<file path="src/rtl/uart_ctrl_pkg.sv">
// Shared types and defaults for the UART transmit scheduler.
package uart_ctrl_pkg;

  typedef enum logic [1:0] {
    IDLE  = 2'd0,
    LOAD  = 2'd1,
    START = 2'd2,
    WAIT  = 2'd3
  } state_e;

  localparam int unsigned DEF_FIFO_DEPTH  = 4;
  localparam int unsigned DEF_TIMEOUT_CYC = 12000;

endpackage

</file>
<file path="src/rtl/uart_tx_fifo.sv">
// Byte queue feeding the UART scheduler; a push into a full queue is taken
// only when a pop happens in the same cycle.
module uart_tx_fifo
  import uart_ctrl_pkg::*;
#(
  parameter int unsigned DEPTH = DEF_FIFO_DEPTH
) (
  input  logic                     clk_i,
  input  logic                     rst,
  input  logic                     push_i,
  input  logic                     pop_i,
  input  logic [7:0]               wdata_i,
  output logic [7:0]               rdata_o,
  output logic                     full_o,
  output logic                     empty_o,
  output logic [$clog2(DEPTH):0]   count_o
);

  localparam int unsigned PTR_W = $clog2(DEPTH);
  localparam logic [PTR_W:0]   CNT_ONE  = (PTR_W + 1)'(1);
  localparam logic [PTR_W:0]   CNT_FULL = (PTR_W + 1)'(DEPTH);
  localparam logic [PTR_W-1:0] PTR_ONE  = PTR_W'(1);

  logic [7:0]       mem_q [DEPTH];
  logic [PTR_W-1:0] rd_ptr_q, rd_ptr_d;
  logic [PTR_W-1:0] wr_ptr_q, wr_ptr_d;
  logic [PTR_W:0]   count_q, count_d;
  logic             push_ok, pop_ok;

  assign full_o  = (count_q == CNT_FULL);
  assign empty_o = (count_q == '0);
  assign count_o = count_q;
  assign rdata_o = mem_q[rd_ptr_q];

  assign pop_ok  = pop_i && !empty_o;
  assign push_ok = push_i && (!full_o || pop_ok);

  // Power-of-two depth lets the pointers wrap by plain overflow.
  always_comb begin
    rd_ptr_d = rd_ptr_q;
    wr_ptr_d = wr_ptr_q;
    count_d  = count_q;
    if (pop_ok)  rd_ptr_d = rd_ptr_q + PTR_ONE;
    if (push_ok) wr_ptr_d = wr_ptr_q + PTR_ONE;
    if (push_ok && !pop_ok)      count_d = count_q + CNT_ONE;
    else if (!push_ok && pop_ok) count_d = count_q - CNT_ONE;
  end

  always_ff @(posedge clk_i) begin
    if (!rst) begin
      rd_ptr_q <= '0;
      wr_ptr_q <= '0;
      count_q  <= '0;
    end else begin
      rd_ptr_q <= rd_ptr_d;
      wr_ptr_q <= wr_ptr_d;
      count_q  <= count_d;
    end
  end

  always_ff @(posedge clk_i) begin
    if (push_ok) mem_q[wr_ptr_q] <= wdata_i;
  end

endmodule

</file>
<file path="src/rtl/uart_tx_sched.sv">
// Drains the byte queue into a UART: load data register, pulse send, wait for
// done (bounded by a timeout), with sticky overflow/timeout flags.
module uart_tx_sched
  import uart_ctrl_pkg::*;
#(
  parameter int unsigned FIFO_DEPTH  = DEF_FIFO_DEPTH,
  parameter int unsigned TIMEOUT_CYC = DEF_TIMEOUT_CYC
) (
  input  logic                          clk_i,
  input  logic                          rst,
  input  logic                          wr_i,
  input  logic [7:0]                    wdata_i,
  input  logic                          err_clr_i,
  input  logic                          uart_tx_done_i,
  output logic [7:0]                    uart_data_o,
  output logic                          we_data_uart_o,
  output logic                          uart_send_o,
  output logic [$clog2(FIFO_DEPTH):0]   fifo_count_o,
  output logic                          fifo_full_o,
  output logic                          busy_o,
  output logic                          ovf_o,
  output logic                          tmo_o
);

  localparam int unsigned TMR_W = $clog2(TIMEOUT_CYC) + 1;
  localparam logic [TMR_W-1:0] TMR_LAST = TMR_W'(TIMEOUT_CYC - 1);
  localparam logic [TMR_W-1:0] TMR_ONE  = TMR_W'(1);

  state_e           state_q, state_d;
  logic [TMR_W-1:0] tmr_q, tmr_d;
  logic [7:0]       data_q, data_d;
  logic             ovf_q, ovf_d;
  logic             tmo_q, tmo_d;
  logic             tmo_set, ovf_set;

  logic [7:0]       fifo_rdata;
  logic             fifo_pop, fifo_full, fifo_empty;

  assign fifo_pop = (state_q == LOAD);
  assign ovf_set  = wr_i && fifo_full && !fifo_pop;

  uart_tx_fifo #(
    .DEPTH (FIFO_DEPTH)
  ) u_fifo (
    .clk_i   (clk_i),
    .rst     (rst),
    .push_i  (wr_i),
    .pop_i   (fifo_pop),
    .wdata_i (wdata_i),
    .rdata_o (fifo_rdata),
    .full_o  (fifo_full),
    .empty_o (fifo_empty),
    .count_o (fifo_count_o)
  );

  always_comb begin
    state_d = state_q;
    tmr_d   = tmr_q;
    data_d  = data_q;
    tmo_set = 1'b0;
    unique case (state_q)
      IDLE: if (!fifo_empty) state_d = LOAD;
      LOAD: begin
        data_d  = fifo_rdata;
        state_d = START;
      end
      START: begin
        tmr_d   = '0;
        state_d = WAIT;
      end
      WAIT: begin
        // Done takes priority over an expiring timer in the same cycle.
        if (uart_tx_done_i) begin
          state_d = IDLE;
        end else if (tmr_q == TMR_LAST) begin
          tmo_set = 1'b1;
          state_d = IDLE;
        end else begin
          tmr_d = tmr_q + TMR_ONE;
        end
      end
      default: state_d = IDLE;
    endcase
  end

  always_comb begin
    ovf_d = ovf_q;
    tmo_d = tmo_q;
    if (err_clr_i) begin
      ovf_d = 1'b0;
      tmo_d = 1'b0;
    end
    if (ovf_set) ovf_d = 1'b1;
    if (tmo_set) tmo_d = 1'b1;
  end

  always_ff @(posedge clk_i) begin
    if (!rst) begin
      state_q <= IDLE;
      tmr_q   <= '0;
      data_q  <= '0;
      ovf_q   <= 1'b0;
      tmo_q   <= 1'b0;
    end else begin
      state_q <= state_d;
      tmr_q   <= tmr_d;
      data_q  <= data_d;
      ovf_q   <= ovf_d;
      tmo_q   <= tmo_d;
    end
  end

  // The head is shown directly during LOAD so the UART latches it with we.
  assign uart_data_o    = (state_q == LOAD) ? fifo_rdata : data_q;
  assign we_data_uart_o = (state_q == LOAD);
  assign uart_send_o    = (state_q == START);
  assign busy_o         = (state_q != IDLE) || !fifo_empty;
  assign fifo_full_o    = fifo_full;
  assign ovf_o          = ovf_q;
  assign tmo_o          = tmo_q;

endmodule

</file>
<file path="config.mk">
export PLATFORM = sky130hd
export DESIGN_NAME = uart_tx_sched
export DESIGN_NICKNAME = d
export VERILOG_FILES = /design/src/rtl/uart_ctrl_pkg.sv /design/src/rtl/uart_tx_fifo.sv /design/src/rtl/uart_tx_sched.sv
export SDC_FILE = /design/constraint.sdc
export NUM_CORES = 1
export LEC_CHECK = 0
export ABC_AREA = 1
export CORE_ASPECT_RATIO = 0.9
export CORE_MARGIN = 8
export CORE_UTILIZATION = 50
export CTS_CLUSTER_SIZE = 12
export DETAILED_ROUTE_END_ITERATION = 16
export GPL_TIMING_DRIVEN = 1
export PLACE_DENSITY = 0.8
export SLEW_MARGIN = 20
export SYNTH_ARGS = -nofsm -noshare
export SYNTH_HDL_FRONTEND = slang
export SYNTH_SLANG_ARGS = --single-unit
</file>
<file path="constraint.sdc">
create_clock -name clk_i -period 2.74 [get_ports clk_i]
set_clock_uncertainty 0.2 [all_clocks]
set_input_delay 0.274 -clock clk_i [delete_from_list [all_inputs] [get_ports clk_i]]
set_output_delay 0.274 -clock clk_i [all_outputs]
set_load 0.05 [all_outputs]
</file>
==> summary.txt, run 1 <==
Global route
  – First-pass GRT wire length: 10,900 um
  – Global route total overflow: 0
  – Initial antenna violation count: 0
  – Largest net degree at the start of global routing: 22
  – GR Util All Layers: 15.0%
  – Vias in the first global route: 2,353

Worst setup path
  – Slowest CP cell: clkdlybuf4s50_1
  – Critical path launch point type: register
  – Buffers plus inverters on the worst setup path: 2
  – WP data arrival: 2040 ps
  – Critical Path Fanout Max: 4
  – Crit path depth: 4
  – Worst path top cell family by delay: buffers and inverters
  – Worst Setup SP: state_q[0]
  – Worst R2R Start: state_q[1]
  – Crit-path cells: inv_1 > ha_1 > nand4_1 > clkdlybuf4s50_1
  – Worst Setup Path Type: reg -> out
  – Reg2reg end: u_fifo.count_o[2]
  – CP Data Required Time: 2270 ps
  – R2R depth: 13
  – CP peak stage delay: 840 ps
  – Reg2Reg Setup Slack: 240 ps
  – Crit path capture type: output port
  – Critical path destination: busy_o

Finish
  – Area of the multi-input gates: 1330 um2
  – Layout Area Growth over Synthesis: 18.7%
  – Util after Layout: 61.6%
  – Layout fillers: 526
  – Layout cells sized above 1: 13.2%
  – Final instance area: 3770 um2
  – Seq. cell area: 1680 um2
  – # nets final: 437
  – Antenna cells: 0

Synthesis
  – Yosys cell types: 26
  – Post-synth EDFFs: 32
  – Cell with the most instances after synthesis: nand2_1
  – Top FF cell, synth: dfxtp_1
  – Fraction of registers with async set/reset: 0%
  – Synthesized Nets: 399
  – Most instantiated cells after synthesis: nand2_1 (83), nor2_1 (55), dfxtp_1 (36), a21oi_1 (35), edfxtp_1 (32)
  – Register area share after synthesis: 53.0%
  – Synth Cell Area: 3170 um2
  – Syn_area_per_cell: 8.48 um2
  – Top cell type's share of synthesized area: 30.3%
  – Yosys reg bits: 68
  – Synth warn: 0
  – Mapped Cells: 374
  – Largest area contributor in the netlist: edfxtp_1
  – Synth top area cells: edfxtp_1 (30%), dfxtp_1 (23%), nand2_1 (9.8%), nor2_1 (6.5%), a21oi_1 (5.5%)

CTS
  – Clk pin slew, worst setup/hold paths: 80 ps
  – Post-CTS Hold Fix Bufs: 0
  – CTS root buf: clkbuf_8
  – Post-CTS Setup Bufs: 0
  – Bufs on Longest Clock Path: 2
  – Clk_lat worst skew: 340 ps
  – TritonCTS Buffers: 9
  – Clock sink count: 68
  – CTS tree: yes
  – # H-tree levels: 3

STA
  – Worst Max-Slew Pin Slew: 664 ps
  – Final period demand of the worst path: 2510 ps
  – Final Slew Violations: 0
  – # setup viols final: 0
  – Rel. slew slack: 55.7%
  – Setup TNS: 0 ps
  – Tcrit/Tclk final: 91.6%
  – F_max: 0.398 GHz
  – RSZ-0062 raised after global routing: false
  – Endpoints failing hold: 0

Worst hold path
  – Cells on Worst Hold Path: 2
  – Hold Path Class: reg -> reg

Power
  – Leak pwr: 0.00141 uW
  – Pwr Density: 946 nW/um2
  – Worst vdd ir: 0.373 mV
  – Total power: 3560 uW

Floorplanning
  – Die Y: 91.6 um
  – Die area: 9150 um2
  – Die width: 100 um
  – IO Pins: 30
  – Core area: 6110 um2
  – Initial Utilization: 51.9%
  – Num rows: 27

Placement
  – IO Port Bufs: 29
  – Area after DPL: 3580 um2
  – Final HPWL from detailed placement: 4640 um
  – GPL Wtd Cong: 0.854

Route
  – # DRC: 0
  – DRT iter0 DRCs: 190
  – Mean number of vias per cell: 5.06
  – Drt pass-1 iters: 4
  – WL per Instance: 13.1 um
  – Final WL: 6620 um
  – Routed via count: 2,548
  – Antenna viol nets, final: 0

Run status
  – Status: completed

Run
  – Maxcap violations: 0
## final cells by class
type,instances,area share [%]
multi-input cells,261,35.3
clock buffers,10,3.39
clock inverters,6,1.10
flip-flops and latches,68,44.7
inverters,33,3.39
well taps,87,2.89
repair buffers,39,9.20
## per-layer routing
metal | global-route usage, % | up-vias | part of all wire, %
met5 | 0 | - | 0
met4 | 7.04 | 0 | 1.8
met3 | 5.57 | 12 | 5.3
met2 | 22.5 | 64 | 45
met1 | 18.8 | 1171 | 47
li1 | - | 1301 | -
## registers in the layout, indices dropped and copies added, names as in the netlist, named ones only
name and flops:
ovf_o 1, u_fifo.wr_ptr_q 2, tmr_q 15, u_fifo.rd_ptr_q 2
u_fifo.count_o 3, data_q 8, u_fifo.mem_q 32, tmo_o 1
state_q 2
## metrics by stage
step / worst slack [ps] / hold WS, ps / std cells
floorplan: 86.4 / 173 / 374
global placement: 285 / 245 / 488
detailed placement: 173 / 254 / 488
CTS: 147 / 267 / 504
global route: 38.8 / 277 / 504
finish: 231 / 266 / 504
## placed cells by master, fill, tap and decap left out, drive strengths merged
cell type	count
dfxtp	36
clkdlybuf4s50	21
a21oi	35
nand4	2
dlygate4sd2	1
fa	1
nand3	19
clkbuf	10
inv	30
clkinvlp	3
buf	17
or2	1
nor2	58
a31oi	1
nand2	95
nor3	1
edfxtp	32
clkinv	6
nor3b	1
and3	1
ha	11
xor2	1
o21ai	34
## worst reg2reg max path: cells and delay by family, from the launching register on
kind            cells  cell delay (ps)
fa+ha+maj           3              730
compound gates      4              460
flops               1              350
buf+inv             4              450
simple gates        2              190
## repair_timing
action | 4_1_cts | 5_1_grt
resized for setup | 1 | 6
cloned | 0 | 0
endpoints found under the setup margin | 1 | 2
## cell families after synthesis
| logic type | count (synthesis) | synth area share, % |
|---|---|---|
| buffers and inverters | 45 | 6.27 |
| DFF | 68 | 53.0 |
| xor gates and xnor gates | 1 | 0.276 |
| adders and majority gates | 12 | 4.97 |
| and+or+nand+nor | 178 | 24.4 |
| AOI/OAI and AO/OA | 70 | 11.1 |
## report_power, final
part           switching [uW]  internal, uW
registers                 100          1210
logic                    1060           486
clock network             380           327
total                    1540          2020
## how the worst min path moves through the flow
stage | from | end | slack, ps
2_1_floorplan | wdata_i[0] | u_fifo.mem_q[0][0] | 170
3_3_place_gp | u_fifo.rd_ptr_q[1] | register | 250
3_5_place_dp | ovf_o | ovf_o | 250
4_1_cts | ovf_o | ovf_o | 270
5_1_grt | ovf_o | ovf_o | 280
6_report | ovf_o | ovf_o | 270
No activity file was read; power rests on OpenSTA's default activity.
==> run 2, diff against run 1 <==
Settings changed: SKIP_LAST_GASP from default to 1.
==> summary.txt, run 2 (synthesis results as in run 1) <==
Run status
  – Status: completed

Finish
  – Largest register FFs: 32
  – Commonest non-fill, non-tap cells in the layout: nand2_1 (83), nor2_1 (55), a21oi_1 (35), dfxtp_1 (35), edfxtp_1 (32)
  – # nets final: 437
  – Layout cells sized above 1: 12.7%
  – Util after Layout: 61.6%
  – Antenna cells: 0
  – Top reg by flops: u_fifo.mem_q
  – Most common cell after layout, fill and taps aside: nand2_1
  – Layout fillers: 527
  – Regs by FF count: u_fifo.mem_q x32, tmr_q x15, data_q x8
  – Layout Area Growth over Synthesis: 18.7%
  – Final instance area: 3770 um2

Worst hold path
  – Cells on Worst Hold Path: 2
  – Worst hold start: ovf_o
  – Hold Path Class: reg -> reg
  – Hold Path Sink: ovf_o

CTS
  – CTS tree: yes
  – Clock sink count: 68
  – Bufs on Longest Clock Path: 2
  – TritonCTS Buffers: 9
  – Post-CTS Setup Bufs: 0
  – # H-tree levels: 3
  – Clk_lat worst skew: 340 ps
  – Clk pin slew, worst setup/hold paths: 80 ps
  – CTS root buf: clkbuf_8

STA
  – Final period demand of the worst path: 2580 ps
  – Final Slew Violations: 0
  – Rel. slew slack: 56.0%
  – Endpoints failing hold: 0
  – Tcrit/Tclk final: 94.3%
  – Setup TNS: 0 ps
  – Worst Max-Slew Pin Slew: 660 ps
  – F_max: 0.387 GHz
  – RSZ-0062 raised after global routing: true
  – # setup viols final: 0

Floorplanning
  – Die width: 100 um
  – Initial Utilization: 51.9%
  – Die Y: 91.6 um
  – Num rows: 27
  – Core area: 6110 um2
  – IO Pins: 30
  – Die area: 9150 um2

Route
  – Met2 Routed Length: 3000 um
  – Final WL: 6620 um
  – Routed via count: 2,553
  – Drt pass-1 iters: 5
  – WL per Instance: 13.1 um
  – Max layer used: met4
  – DRT iter0 DRCs: 187
  – # DRC: 0
  – Met3 Wirelength: 380 um
  – M1 WL: 3130 um
  – Antenna viol nets, final: 0
  – Mean number of vias per cell: 5.07

Worst setup path
  – R2R depth: 13
  – CP Data Required Time: 2760 ps
  – Critical path launch point type: register
  – Reg2Reg Setup Slack: 160 ps
  – WP data arrival: 2600 ps
  – Worst R2R Start: state_q[1]
  – Worst Setup Path Type: reg -> reg
  – Crit path capture type: register
  – Reg2reg end: u_fifo.count_o[2]
  – Critical Path Fanout Max: 11

Placement
  – GPL Wtd Cong: 0.854
  – Area after DPL: 3580 um2
  – IO Port Bufs: 29
  – Final HPWL from detailed placement: 4640 um

Global route
  – Global route total overflow: 0
  – Vias in the first global route: 2,353
  – GR Util All Layers: 15.0%
  – Initial antenna violation count: 0
  – First-pass GRT wire length: 10,900 um
  – Largest net degree at the start of global routing: 22

Power
  – Pwr Density: 946 nW/um2
  – Leak pwr: 0.00141 uW
  – Worst vdd ir: 0.373 mV

Run
  – Maxcap violations: 0
==> run 2: cell counts in the layout (fill, tap and decap cells not counted) <==
No cell type changed its count.
==> run 2: timing repair <==
item                       4_1_cts  5_1_grt
hold buffers                     0        0
resized for setup                1        3
gates cloned                     0        0
setup endpoints to repair        1        2
==> run 2: cell type report <==
type,instances,area [um2],area share (%)
Clock buffer,10,128,3.39
Clock inverter,6,41.3,1.10
Inverter,33,128,3.39
Multi-Input combinational cell,261,1330,35.3
Sequential cell,68,1680,44.7
Tap cell,87,109,2.89
Timing Repair Buffer,39,347,9.20
==> run 2: worst max path at each step <==
stage / slack (ps) / from / cells past startpoint / endpoint
3_5_place_dp: 170 / state_q[1] / 12 / u_fifo.count_o[2]
3_3_place_gp: 280 / state_q[1] / 12 / u_fifo.count_o[2]
6_report: 160 / state_q[1] / 13 / u_fifo.count_o[2]
2_1_floorplan: 90 / u_fifo.count_o[2] / 10 / u_fifo.count_o[1]
5_1_grt: -60 / state_q[1] / 13 / u_fifo.count_o[2]
4_1_cts: 150 / state_q[1] / 12 / u_fifo.count_o[2]
==> run 2: metrics by stage <==
| stage | setup WS, ps | hold WS [ps] | cells | power [uW] |
|---|---|---|---|---|
| after detailed placement | 173 | 254 | 488 | 2840 |
| final | 156 | 266 | 504 | 3560 |
| after global routing | -61.7 | 277 | 504 | 3760 |
| after CTS | 147 | 267 | 504 | 3540 |
| after global placement | 285 | 245 | 488 | 2790 |
| after floorplan | 86.4 | 173 | 374 | 2420 |
==> run 2: report_power, final <==
group / leakage [uW] / total, uW / internal [uW] / switching (uW)
clock: 0.0000799 / 708 / 327 / 382
sequential: 0.000587 / 1310 / 1210 / 99.2
combinational: 0.000745 / 1550 / 485 / 1060
total: 0.00141 / 3560 / 2020 / 1550
==> run 2: critical path, stage by stage (launching register included) <==
cell and delay, ps:
dfxtp_1 340, inv_1 140, ha_4 230, clkinvlp_4 230
nand2_1 120, nand2_1 70, inv_1 60, ha_1 140
inv_1 60, fa_1 380, a21oi_1 150, o21ai_0 120
o21ai_0 150, a21oi_1 50
==> run 2: metal layers <==
metal	GRT usage, %	vias to the layer above
li1	-	1303
met3	5.57	12
met2	22.5	73
met4	7.04	0
met5	0	-
met1	18.8	1165
==> run 3, diff against run 2 <==
Settings changed: ABC_AREA 1 to 0.
==> summary.txt, run 3 <==
STA
  – Final Slew Violations: 0
  – RSZ-0062 raised after global routing: false
  – # setup viols final: 0
  – Final period demand of the worst path: 2560 ps
  – Endpoints failing hold: 0
  – Setup TNS: 0 ps
  – F_max: 0.391 GHz
  – Tcrit/Tclk final: 93.3%
  – Rel. slew slack: 63.8%
  – Worst Max-Slew Pin Slew: 539 ps

Global route
  – Initial antenna violation count: 0
  – Largest net degree at the start of global routing: 18
  – Global route total overflow: 0
  – Vias in the first global route: 1,968
  – Global routing usage on met1: 16.7%
  – Met3 Use GR: 3.93%
  – Met2 usage: 20.8%
  – GRT Max-Usage Layer: met2
  – GR Util All Layers: 13.5%
  – First-pass GRT wire length: 9490 um

Placement
  – Final HPWL from detailed placement: 3960 um
  – Placed cells: 339
  – GPL Wtd Cong: 0.803
  – IO Port Bufs: 29

Route
  – WL per Instance: 16.0 um
  – Antenna viol nets, final: 0
  – DRT iter0 DRCs: 136
  – Mean number of vias per cell: 5.64
  – # DRC: 0
  – Routed via count: 2,003
  – Drt pass-1 iters: 4
  – Final WL: 5670 um

Floorplanning
  – Die width: 97.9 um
  – Initial Utilization: 50.5%
  – IO Pins: 30
  – Die Y: 89.7 um
  – Num rows: 27
  – Core area: 5980 um2
  – Die area: 8780 um2

Worst setup path
  – CP peak stage delay: 800 ps
  – Reg2Reg Setup Slack: 300 ps
  – Crit path top cell by count: inv_1
  – Worst path top cell family by delay: buffers and inverters
  – Critical path launch point type: register
  – R2R depth: 10
  – Worst R2R Start: state_q[1]
  – Reg2reg end: u_fifo.count_o[2]
  – Buffers plus inverters on the worst setup path: 3
  – CP Data Required Time: 2270 ps
  – Slowest CP cell: clkdlybuf4s50_1
  – Worst Setup Path Type: reg -> out
  – Critical Path Fanout Max: 4
  – Crit path capture type: output port
  – WP data arrival: 2080 ps
  – Crit-path cells: inv_1 > ha_1 > nor4b_2 > inv_1 > clkdlybuf4s50_1

Finish
  – Layout cells sized above 1: 20.1%
  – Largest register FFs: 32
  – Commonest non-fill, non-tap cells in the layout: dfxtp_1 (36), edfxtp_1 (32), clkdlybuf4s50_1 (21), buf_4 (15), nor2_1 (14)
  – Top reg by flops: u_fifo.mem_q
  – # nets final: 303
  – Final Non-Filler Cells: 355
  – Antenna cells: 0
  – Most common cell after layout, fill and taps aside: dfxtp_1
  – Regs by FF count: u_fifo.mem_q x32, tmr_q x15, data_q x8
  – Layout Area Growth over Synthesis: 18.3%

CTS
  – Clock sink count: 68
  – Clk_lat worst skew: 340 ps
  – TritonCTS Buffers: 9
  – # H-tree levels: 3
  – Post-CTS Hold Fix Bufs: 0
  – CTS root buf: clkbuf_8
  – Clk pin slew, worst setup/hold paths: 70 ps
  – CTS tree: yes
  – Bufs on Longest Clock Path: 2

Power
  – Worst vdd ir: 0.633 mV
  – Leak pwr: 0.00128 uW
  – P_int: 2150 uW
  – Net Sw Power: 1240 uW
  – Net Sw Frac: 36.5%
  – Clock share of power: 22.5%
  – Pwr Density: 947 nW/um2
  – Combinational cell fraction of total power: 38.7%
  – Reg power frac: 38.8%

Synthesis
  – Synth Cell Area: 3020 um2
  – Yosys reg bits: 68
  – Register area share after synthesis: 55.7%
  – Post-synth EDFFs: 32
  – Top FF cell, synth: dfxtp_1
  – Synth warn: 0
  – Fraction of registers with async set/reset: 0%
  – Syn_area_per_cell: 12.4 um2
  – Most instantiated cells after synthesis: dfxtp_1 (36), edfxtp_1 (32), nor2_1 (14), and2_1 (13), ha_1 (11)
  – Yosys cell types: 47
  – Synthesized Nets: 268
  – Cell with the most instances after synthesis: dfxtp_1
  – Mapped Cells: 243
  – Top cell type's share of synthesized area: 31.8%
  – Synth top area cells: edfxtp_1 (32%), dfxtp_1 (24%), mux4_2 (6.0%), ha_1 (4.6%), mux2_2 (3.0%)
  – Largest area contributor in the netlist: edfxtp_1

Worst hold path
  – Hold Path Sink: state_q[1]
  – Worst hold start: state_q[1]
  – Cells on Worst Hold Path: 2
  – Hold Path Class: reg -> reg

Run
  – Maxcap violations: 0

Run status
  – Status: completed
[run 3: power by group through the flow]
stage               Clock (uW)  Combinational [uW]  Sequential, uW
floorplan                    0                 930            1350
global placement             0                1300            1330
detailed placement           0                1310            1330
CTS                        776                1320            1310
global route               811                1410            1330
finish                     760                1310            1310
[run 3: layer usage]
layer	share of wire [%]	wire length, um
met2	47	2660
met4	1.2	70
met3	4.8	273
met1	47	2670
met5	0	0
[run 3: area by class of cell]
cell class,count,area [um2]
clock buffer,12,135
clock inverter,4,43.8
fill,464,2410
inverter,8,30.0
multi-input combinational,155,1270
sequential,68,1680
tap,72,90.1
timing repair buffer,36,323
[run 3: per-stage QoR]
| stage | total power (uW) | setup slack [ps] | hold WS (ps) | util [%] | area, um2 |
|---|---|---|---|---|---|
| CTS | 3410 | 39.6 | 306 | 59.6 | 3560 |
| finish | 3380 | 183 | 304 | 59.7 | 3570 |
| floorplan | 2280 | 15.7 | 173 | - | 3020 |
| global route | 3550 | 70.7 | 345 | 59.7 | 3570 |
| global placement | 2630 | 326 | 284 | 56.6 | 3390 |
| detailed placement | 2650 | 238 | 296 | 56.6 | 3390 |
[run 3: kinds of logic (layout without fill, tap and decap cells)]
family                     Yosys count  after routing  share of synthesized area, %
buffers and inverters               20             60                          2.61
xor gates and xnor gates             6              6                          1.74
AOI/OAI and AO/OA                   39             39                          8.66
DFF                                 68             68                          55.7
adders and majority gates           12             12                          5.22
and+or+nand+nor                     77             77                          15.5
muxes                               21             21                          10.6
[run 3: what timing repair did]
action                                 4_1_cts  5_1_grt
setup buffers                                0        0
setup endpoints to repair                    0        1
resized for setup                            0        1
endpoints found under the hold margin        0        0
[run 3: worst max-delay path by stage]
stage / slack [ps] / cells past startpoint / end / startpoint
floorplan: 20 / 9 / u_fifo.count_o[2] / u_fifo.count_o[0]
global placement: 330 / 8 / u_fifo.count_o[2] / wr_i
detailed placement: 240 / 8 / u_fifo.count_o[2] / wr_i
CTS: 40 / 5 / busy_o / state_q[0]
global route: 70 / 10 / u_fifo.count_o[2] / state_q[1]
finish: 180 / 5 / busy_o / state_q[0]
[run 3: tightest hold or removal path, delay by kind of cell (launching register included)]
family | cells | cell delay (ps)
flip-flops | 1 | 340
AND/OR/NAND/NOR | 1 | 70
multiplexers | 1 | 50
